File: config.mk
export PLATFORM = sky130hd
export DESIGN_NAME = iir_out_fifo_flat
export DESIGN_NICKNAME = d
export VERILOG_FILES = /design/src/rtl/iir_out_fifo_pkg.sv /design/src/rtl/iir_out_fifo_if.sv /design/src/rtl/fifo_mem.sv /design/src/rtl/iir_out_fifo.sv /design/src/flat_wrapper.sv
export SDC_FILE = /design/constraint.sdc
export NUM_CORES = 1
export LEC_CHECK = 0
export ABC_AREA = 1
export ABC_CLOCK_PERIOD_IN_PS = 3800
export CELL_PAD_IN_SITES_DETAIL_PLACEMENT = 0
export CELL_PAD_IN_SITES_GLOBAL_PLACEMENT = 1
export CORE_MARGIN = 8
export CORE_UTILIZATION = 40
export DETAILED_ROUTE_END_ITERATION = 7
export GPL_ROUTABILITY_DRIVEN = 0
export GPL_TIMING_DRIVEN = 0
export PLACE_DENSITY = 0.75
export SLEW_MARGIN = 10
export SYNTH_ARGS = -nofsm -noshare
export SYNTH_HDL_FRONTEND = slang
export SYNTH_HIERARCHICAL = 1
export SYNTH_SLANG_ARGS = --single-unit
File: constraint.sdc
create_clock -name clk -period 3.8 [get_ports clk]
set_input_delay 0.57 -clock clk [delete_from_list [all_inputs] [get_ports clk]]
set_output_delay 0.57 -clock clk [all_outputs]
set_load 0.1 [all_outputs]
File: src/rtl/iir_out_fifo_pkg.sv
// rtl/iir_out_fifo_pkg.sv - shared widths and sizing helpers for the iir output fifo
package iir_out_fifo_pkg;

  // Default sample width, matching the iir_filter data path.
  localparam int NB_DEFAULT    = 12;

  // Default number of stored samples; must be a power of two, at least 2.
  localparam int DEPTH_DEFAULT = 8;

  // Width of a read or write pointer for a given depth.
  function automatic int ptr_w(input int depth);
    return $clog2(depth);
  endfunction

  // Width of the occupancy count; one extra bit so that DEPTH itself is representable.
  function automatic int cnt_w(input int depth);
    return $clog2(depth) + 1;
  endfunction

endpackage

File: src/rtl/iir_out_fifo_if.sv
// rtl/iir_out_fifo_if.sv - producer/consumer handshake bundle for the iir output fifo
interface iir_out_fifo_if
  import iir_out_fifo_pkg::*;
#(
  parameter int NB    = NB_DEFAULT,
  parameter int DEPTH = DEPTH_DEFAULT
);

  localparam int CW = cnt_w(DEPTH);

  // Write side, driven by iir_filter vOut/dOut.
  logic          vIn;
  logic [NB-1:0] dIn;

  // Read side: show-ahead head sample and consumer ready.
  logic          rdy;
  logic          vOut;
  logic [NB-1:0] dOut;

  // Status and sticky overflow control.
  logic [CW-1:0] count;
  logic          ovf;
  logic          clr_ovf;

  // Environment side: feeds samples, consumes the head, clears overflow.
  modport master (
    output vIn, dIn, rdy, clr_ovf,
    input  vOut, dOut, count, ovf
  );

  // FIFO side.
  modport slave (
    input  vIn, dIn, rdy, clr_ovf,
    output vOut, dOut, count, ovf
  );

endinterface

File: src/rtl/fifo_mem.sv
// rtl/fifo_mem.sv - DEPTH x NB register array, one synchronous write port, one asynchronous read port
module fifo_mem
  import iir_out_fifo_pkg::*;
#(
  parameter int NB    = NB_DEFAULT,
  parameter int DEPTH = DEPTH_DEFAULT
) (
  input  logic                    clk,
  input  logic                    we,
  input  logic [ptr_w(DEPTH)-1:0] waddr,
  input  logic [NB-1:0]           wdata,
  input  logic [ptr_w(DEPTH)-1:0] raddr,
  output logic [NB-1:0]           rdata
);

  // Storage is deliberately not reset; validity is tracked by the count in the top level.
  logic [NB-1:0] mem [DEPTH];

  // Synchronous write port.
  always_ff @(posedge clk) begin
    if (we) begin
      mem[waddr] <= wdata;
    end
  end

  // Asynchronous read gives the show-ahead head sample with no extra latency.
  assign rdata = mem[raddr];

endmodule

File: src/rtl/iir_out_fifo.sv
// rtl/iir_out_fifo.sv - show-ahead output fifo with sticky overflow for the iir filter
module iir_out_fifo
  import iir_out_fifo_pkg::*;
#(
  parameter int NB    = NB_DEFAULT,
  parameter int DEPTH = DEPTH_DEFAULT
) (
  input  logic          clk,
  input  logic          rst,
  iir_out_fifo_if.slave bus
);

  localparam int AW = ptr_w(DEPTH);
  localparam int CW = cnt_w(DEPTH);
  localparam logic [CW-1:0] FULL_COUNT = CW'(DEPTH);

  logic [AW-1:0] wr_ptr;
  logic [AW-1:0] rd_ptr;
  logic [CW-1:0] count_q;
  logic          ovf_q;

  logic          not_empty;
  logic          full;
  logic          rd_en;
  logic          wr_en;
  logic          drop;
  logic [NB-1:0] mem_rdata;

  // Handshake decode from the registered count only, so inputs never reach vOut/dOut in the same cycle.
  always_comb begin
    not_empty = (count_q != '0);
    full      = (count_q == FULL_COUNT);
    rd_en     = not_empty & bus.rdy;
    // A full fifo still takes a sample when the head is retired at the same edge.
    wr_en     = bus.vIn & (~full | rd_en);
    drop      = bus.vIn & full & ~rd_en;
  end

  // Writes are gated by rst so a sample presented during reset never lands in storage.
  fifo_mem #(
    .NB    (NB),
    .DEPTH (DEPTH)
  ) u_mem (
    .clk   (clk),
    .we    (wr_en & ~rst),
    .waddr (wr_ptr),
    .wdata (bus.dIn),
    .raddr (rd_ptr),
    .rdata (mem_rdata)
  );

  // Pointers, occupancy and sticky overflow; pointers wrap naturally at 2**AW == DEPTH.
  always_ff @(posedge clk) begin
    if (rst) begin
      wr_ptr  <= '0;
      rd_ptr  <= '0;
      count_q <= '0;
      ovf_q   <= 1'b0;
    end else begin
      if (wr_en) begin
        wr_ptr <= wr_ptr + AW'(1);
      end
      if (rd_en) begin
        rd_ptr <= rd_ptr + AW'(1);
      end
      if (wr_en && !rd_en) begin
        count_q <= count_q + CW'(1);
      end else if (!wr_en && rd_en) begin
        count_q <= count_q - CW'(1);
      end
      // A drop wins over a simultaneous clear so no overflow event is ever lost.
      if (drop) begin
        ovf_q <= 1'b1;
      end else if (bus.clr_ovf) begin
        ovf_q <= 1'b0;
      end
    end
  end

  assign bus.vOut  = not_empty;
  assign bus.dOut  = mem_rdata;
  assign bus.count = count_q;
  assign bus.ovf   = ovf_q;

endmodule

File: src/flat_wrapper.sv
// flat-port wrapper written by rule: the top's interface ports become plain ports
module iir_out_fifo_flat import iir_out_fifo_pkg::*;
#(
  parameter int NB    = NB_DEFAULT,
  parameter int DEPTH = DEPTH_DEFAULT
)
  (clk, rst, bus_vIn, bus_dIn, bus_rdy, bus_clr_ovf, bus_vOut, bus_dOut, bus_count, bus_ovf);
  iir_out_fifo_if #(.NB(NB), .DEPTH(DEPTH)) bus_i ();
  input  logic clk;
  input  logic rst;
  input wire logic [$bits(bus_i.vIn)-1:0] bus_vIn;
  input wire logic [$bits(bus_i.dIn)-1:0] bus_dIn;
  input wire logic [$bits(bus_i.rdy)-1:0] bus_rdy;
  input wire logic [$bits(bus_i.clr_ovf)-1:0] bus_clr_ovf;
  output wire logic [$bits(bus_i.vOut)-1:0] bus_vOut;
  output wire logic [$bits(bus_i.dOut)-1:0] bus_dOut;
  output wire logic [$bits(bus_i.count)-1:0] bus_count;
  output wire logic [$bits(bus_i.ovf)-1:0] bus_ovf;
  assign bus_i.vIn = bus_vIn;
  assign bus_i.dIn = bus_dIn;
  assign bus_i.rdy = bus_rdy;
  assign bus_i.clr_ovf = bus_clr_ovf;
  assign bus_vOut = bus_i.vOut;
  assign bus_dOut = bus_i.dOut;
  assign bus_count = bus_i.count;
  assign bus_ovf = bus_i.ovf;
  iir_out_fifo #(.NB(NB), .DEPTH(DEPTH)) u_core (.clk(clk), .rst(rst), .bus(bus_i));
endmodule
== After elaboration in Yosys (flattened, before gate mapping) ==
Memory sizes are Yosys's and may differ from the RTL's. A register that Yosys moved wholly into a read port is not among the register bits.
Cells that the tools add are included.
Cells by class
  add/subtract/negate cells: 4
  equality and inequality tests: 1
  mux-type cells: 8
  bitwise logic cells: 9
  reductions and logical operators: 7
Operator list (count)
  $mux W4: 2
  $add A3 B1 Y3 const B: 2
  $mux W3: 2
  $and A1 B1 Y1: 5
  $add A4 B1 Y4 const B: 1
  $eq A4 B4 Y1 const B: 1
  $mux W1: 4
  $reduce_bool A2 Y1: 2
  $reduce_bool A4 Y1: 1
  $sub A4 B1 Y4 const B: 1
  $not A1 Y1: 3
  $logic_and A1 B1 Y1: 2
  $logic_not A1 Y1: 2
  $or A1 B1 Y1: 1
Storage, ports and cells
  flip-flop bits (word level): 11
  bits in writable memories: 96
  input bits: 17
  output and inout port bits: 18
  word-level logic and storage cells: 34
  memories: 1
Memories
  u_core.u_mem.mem: words 8, bits a word 12, read ports 1, clocked after memory_dff 1, write ports 1, line fifo_mem.sv:17  | logic [NB-1:0] mem [DEPTH];

== Longest topological paths before layout ==
  word-level depth: 8
  depth in mapped cells: 15
  depth with buffers taken out: 15

== Hierarchy ==
Netlist, hierarchy kept.
Modules (own cells, without submodules)
  fifo_mem: instances 1, cells each 433, area an instance 4239.1 um2, sequential area each 2882.8 um2
  iir_out_fifo: instances 1, cells each 90, area an instance 656.9 um2, sequential area each 220.2 um2

== Worst setup path after synthesis ==
No wires, ideal clock.
  path type: register to register
  start: register u_core.count_q[2] (netlist: u_core/bus.count[2])
  end: register u_core.count_q[3] (netlist: u_core/bus.count[3])
  setup time: 0.109 ns
  data arrival time: 2.733 ns
  data required time: 3.691 ns
  slack: 0.958 ns
  stages on the path, launching flop included: 12
  buffers on the path: 0
  clock period less this slack: 2.842 ns
  cells stage by stage: dfxtp_1 inv_1 nand3_4 nand2_4 ha_1 inv_1 ha_1 or2_2 nand3_1 nand3_1 nand2_1 inv_1
Between the ends
  word-level cells in the longest chain between the ends: 7
  elaborated cells on any way between the ends: 15
  classes of those cells: 2 x add/sub; 1 x eq/ne; 2 x mux; 4 x bitwise; 6 x reduce/logical
Ends and longest elaborated chain
  from (decl): line iir_out_fifo.sv:19  | logic [CW-1:0] count_q;
  from (signal assigned): line iir_out_fifo.sv:67  | count_q <= count_q + CW'(1);
  from (signal assigned): line iir_out_fifo.sv:69  | count_q <= count_q - CW'(1);
  $reduce_bool A4 Y1 (*): line iir_out_fifo.sv:31  | not_empty = (count_q != '0);
  named net bus_vOut: line flat_wrapper.sv:15  | output wire logic [$bits(bus_i.vOut)-1:0] bus_vOut;
  $and A1 B1 Y1 (*): line iir_out_fifo.sv:33  | rd_en = not_empty & bus.rdy;
  $or A1 B1 Y1: line iir_out_fifo.sv:35  | wr_en = bus.vIn & (~full | rd_en);
  $and A1 B1 Y1: line iir_out_fifo.sv:35
  $logic_not A1 Y1: line iir_out_fifo.sv:68  | end else if (!wr_en && rd_en) begin
  $logic_and A1 B1 Y1: line iir_out_fifo.sv:68
  $reduce_bool A2 Y1 (no source line)
Mark *: on every way through the listed nets, which the timed path passes. The rest lies on a longest branch. The select of a mux whose other input is x is not followed.
A chain may end at the register's enable or synchronous reset.

==> metrics.md <==
| Metric | Value |
|---|---|
| Synthesized flop and latch total | 107 |
| Psw | 1.79 mW |
| Tot GR Track Use | 14.7% |
| CP startpoint kind | register |
| Hold buffers post-CTS | 0 |
| Core area | 12,000 um^2 |
| Worst-Margin Slew | 1170 ps |
| CTS-repair resized insts | 0 |
| Synth Flop Type | edfxtp_1 |
| Number of distinct library cells after synthesis | 26 |
| Simple-gate share of the synthesized area | 22.4% |
| Seq pwr share | 33.3% |
| CP endpoint kind | primary output |
| Die H | 127 um |
| Hold Path Class | register to register |
| Clock network power share | 24.6% |
| Cell count after synthesis | 523 |
| Sequential fraction of the synthesis area | 63.4% |
| Peak supply drop | 438 uV |
| Bufs on Longest Clock Path | 2 |
| CTS Buf Count | 9 |
| Final Util | 48.2% |
| Die X | 127 um |
| Largest family of logic cells by synthesized area | simple AND/OR/NAND/NOR gates |
| Via count | 3,428 |
| EDFF count, synth | 96 |
| Post-synth ARST share | 0% |
| WP data required | 3230 ps |
| Root Buffer | clkbuf_16 |
| H-tree depth | 3 |
| Crit Path Class | register to primary output |
| RSZ-0062 raised after global routing | false |
| Vias per inst | 4.76 |
| Power share of the combinational group | 42.0% |
| I/O pins | 35 |
| Setup Viol. Count Final | 0 |
| First-pass GRT wire length | 17.8 mm |
| Peak Freq | 0.270 GHz |
| R2r worst-path depth | 6 |
| Initial antenna violation count | 0 |
| Die Area | 16,000 um^2 |
| Postcts setup bufs | 0 |
| Router iterations before antenna repair | 5 |
| Core Rows | 40 |
| Period utilisation layout | 97.4% |
| Initial DRC Count | 197 |
| Clock Sinks | 107 |
| Diode count | 0 |
| Pins Over Slew Limit | 0 |
| Pleak | 2.52 nW |
| Post-synthesis net count | 546 |
| Buffers on Ports | 34 |
| Worst Path Arrival | 3130 ps |
| Area leader, netlist | edfxtp_1 |
| Cell Area, Synth | 4900 um^2 |
| CTS tree | built |
| Max_cap viols | 0 |
| Post-DR wirelength/cell | 16.0 um |
| Power per cell area | 719 nW/um^2 |
| Max_slew headroom | 21.8% |
| Synthesized area per cell | 9.36 um^2 |
| Switching share of total power | 43.2% |
| Area share of fa/ha/maj cells after synthesis | 1.69% |
| Multiplexer share of the synthesized area | 0% |
| Final WL | 11.5 mm |
| Ranking of synthesized cells by area | edfxtp_1, nand2_1, inv_1 |
| Final Critical Period | 3700 ps |
| Ys Warns | 6 |
| XOR/XNOR Fraction of Synth Area | 0.358% |
| Critical path peak fanout | 10 |
| Total grt overflow | 0 |
| Setup TNS | 0 ps |
| P_int | 2.36 mW |
| Hold Crit Depth | 2 |
| Status | finished, final reports clean |
| Final hold violations | 0 |
| Compound-Gate Fraction of Synth Area | 1.20% |
| Layout area overhead | 17.9% |
| Initial Util | 40.9% |
| Worst clock skew | 7.06 ps |
| Post-route ant nets | 0 |
| Post-synth top area share | 58.9% |
| Fill count | 1,103 |
| Nets@finish | 591 |
| Detail Placement HPWL | 7.26 mm |
| Layout cells sized above 1 | 10.5% |
| Largest net degree at the start of global routing | 20 |
| Clock-pin slew on the worst setup and hold paths | 70 ps |
| DRC | 0 |
| Vias in the first global route | 3,347 |
| Clk_lat worst skew | 340 ps |
==> power by group through the flow <==
stage                     combinational (mW)  clock, mW  sequential [mW]
final                                   1.74       1.02             1.38
after global routing                    1.86       1.08             1.39
after CTS                               1.76       1.04             1.38
after detailed placement                1.75          0             1.41
after global placement                  1.73          0             1.41
after floorplan                         1.17          0             1.53
==> placed cells by master, fill, tap and decap left out <==
cell type        count
bufinv_16            2
inv_2               15
o21ai_0              5
clkbuf_16            9
dfxtp_1             11
nand3_1             53
buf_6                1
a21oi_2              1
nand3_2              1
fa_1                 1
clkinvlp_4           1
buf_2               10
or2_2                1
nand2_4              1
nand2_1            180
a21oi_1              5
clkbuf_1             3
inv_1               84
nor2_1              14
nor2_2               8
nand2_2              1
edfxtp_1            96
buf_4                3
ha_1                 5
nand3b_1             1
inv_8                2
nor2_4               1
xor2_1               2
clkinv_1            19
inv_6                2
nand3_4              1
clkdlybuf4s50_1     34
==> state kept, by name, indices dropped and copies added (netlist names) <==
register,count
u_core/u_mem/mem,96
u_core/wr_ptr,3
u_core/bus.count,4
u_core/rd_ptr,3
u_core/bus.ovf,1
==> layout make-up <==
cell class	instances	area [um^2]	share of cell area [%]
clock inverter	7	108	1.86
sequential	107	3100	53.8
buffer	17	95.1	1.65
clock buffer	9	225	3.90
inverter	118	443	7.68
multi-input combinational	281	1270	22.1
tap	147	184	3.19
timing repair buffer	34	340	5.90
==> stage by stage <==
stage          instances  power [mW]  instance area, um^2  setup WS, ps  hold WS (ps)
2_1_floorplan        523        2.70                 4900           958           473
3_3_place_gp         704        3.14                 5420           495           454
3_5_place_dp         704        3.16                 5440           497           463
4_1_cts              720        4.18                 5770          83.5           477
5_1_grt              720        4.33                 5770          65.5           496
6_report             720        4.15                 5770           100           471
==> per-layer routing <==
metal	up-vias	part of all wire [%]	GRT usage, %	wire (um)
li1	1718	-	-	-
met1	1634	45	18.3	5200
met2	65	51	25.9	5830
met3	11	3.4	2.05	397
met4	0	0.95	4.39	110
met5	-	0	0	0
==> cells by family (layout without fill, tap and decap cells) <==
kind of cell | after synthesis | in the layout
adder cells (fa/ha/maj) | 6 | 6
flip-flops | 107 | 107
buffers and inverters | 135 | 185
XOR/XNOR | 2 | 2
AND/OR/NAND/NOR | 262 | 262
AO/OA/AOI/OAI | 11 | 11
==> worst paths after layout <==
path                                          endpoint           startpoint  slack (ps)
worst min register to register          u_core/bus.ovf       u_core/bus.ovf         470
worst max-delay path                       bus_dOut[2]     u_core/rd_ptr[1]         100
worst min-delay path                    u_core/bus.ovf       u_core/bus.ovf         470
worst max register to register  u_core/u_mem/mem[5][7]  u_core/bus.count[0]        1430
==> Yosys cell counts (2+ instances only) <==
cell type  count
a21oi_1        5
buf_2         10
buf_4          3
clkbuf_1       3
clkinv_1      19
dfxtp_1       11
edfxtp_1      96
ha_1           5
inv_1         84
inv_2         15
nand2_1      180
nand3_1       53
nor2_1        21
o21ai_0        5
xor2_1         2
==> critical path: stages (launching register included) <==
cell and delay, ps:
dfxtp_1 350, buf_2 230, clkbuf_1 610, nand3_1 180
nand2_1 100, nand2_1 50, nand2_1 120, clkdlybuf4s50_1 1140
(Power assumes the default switching activity.)
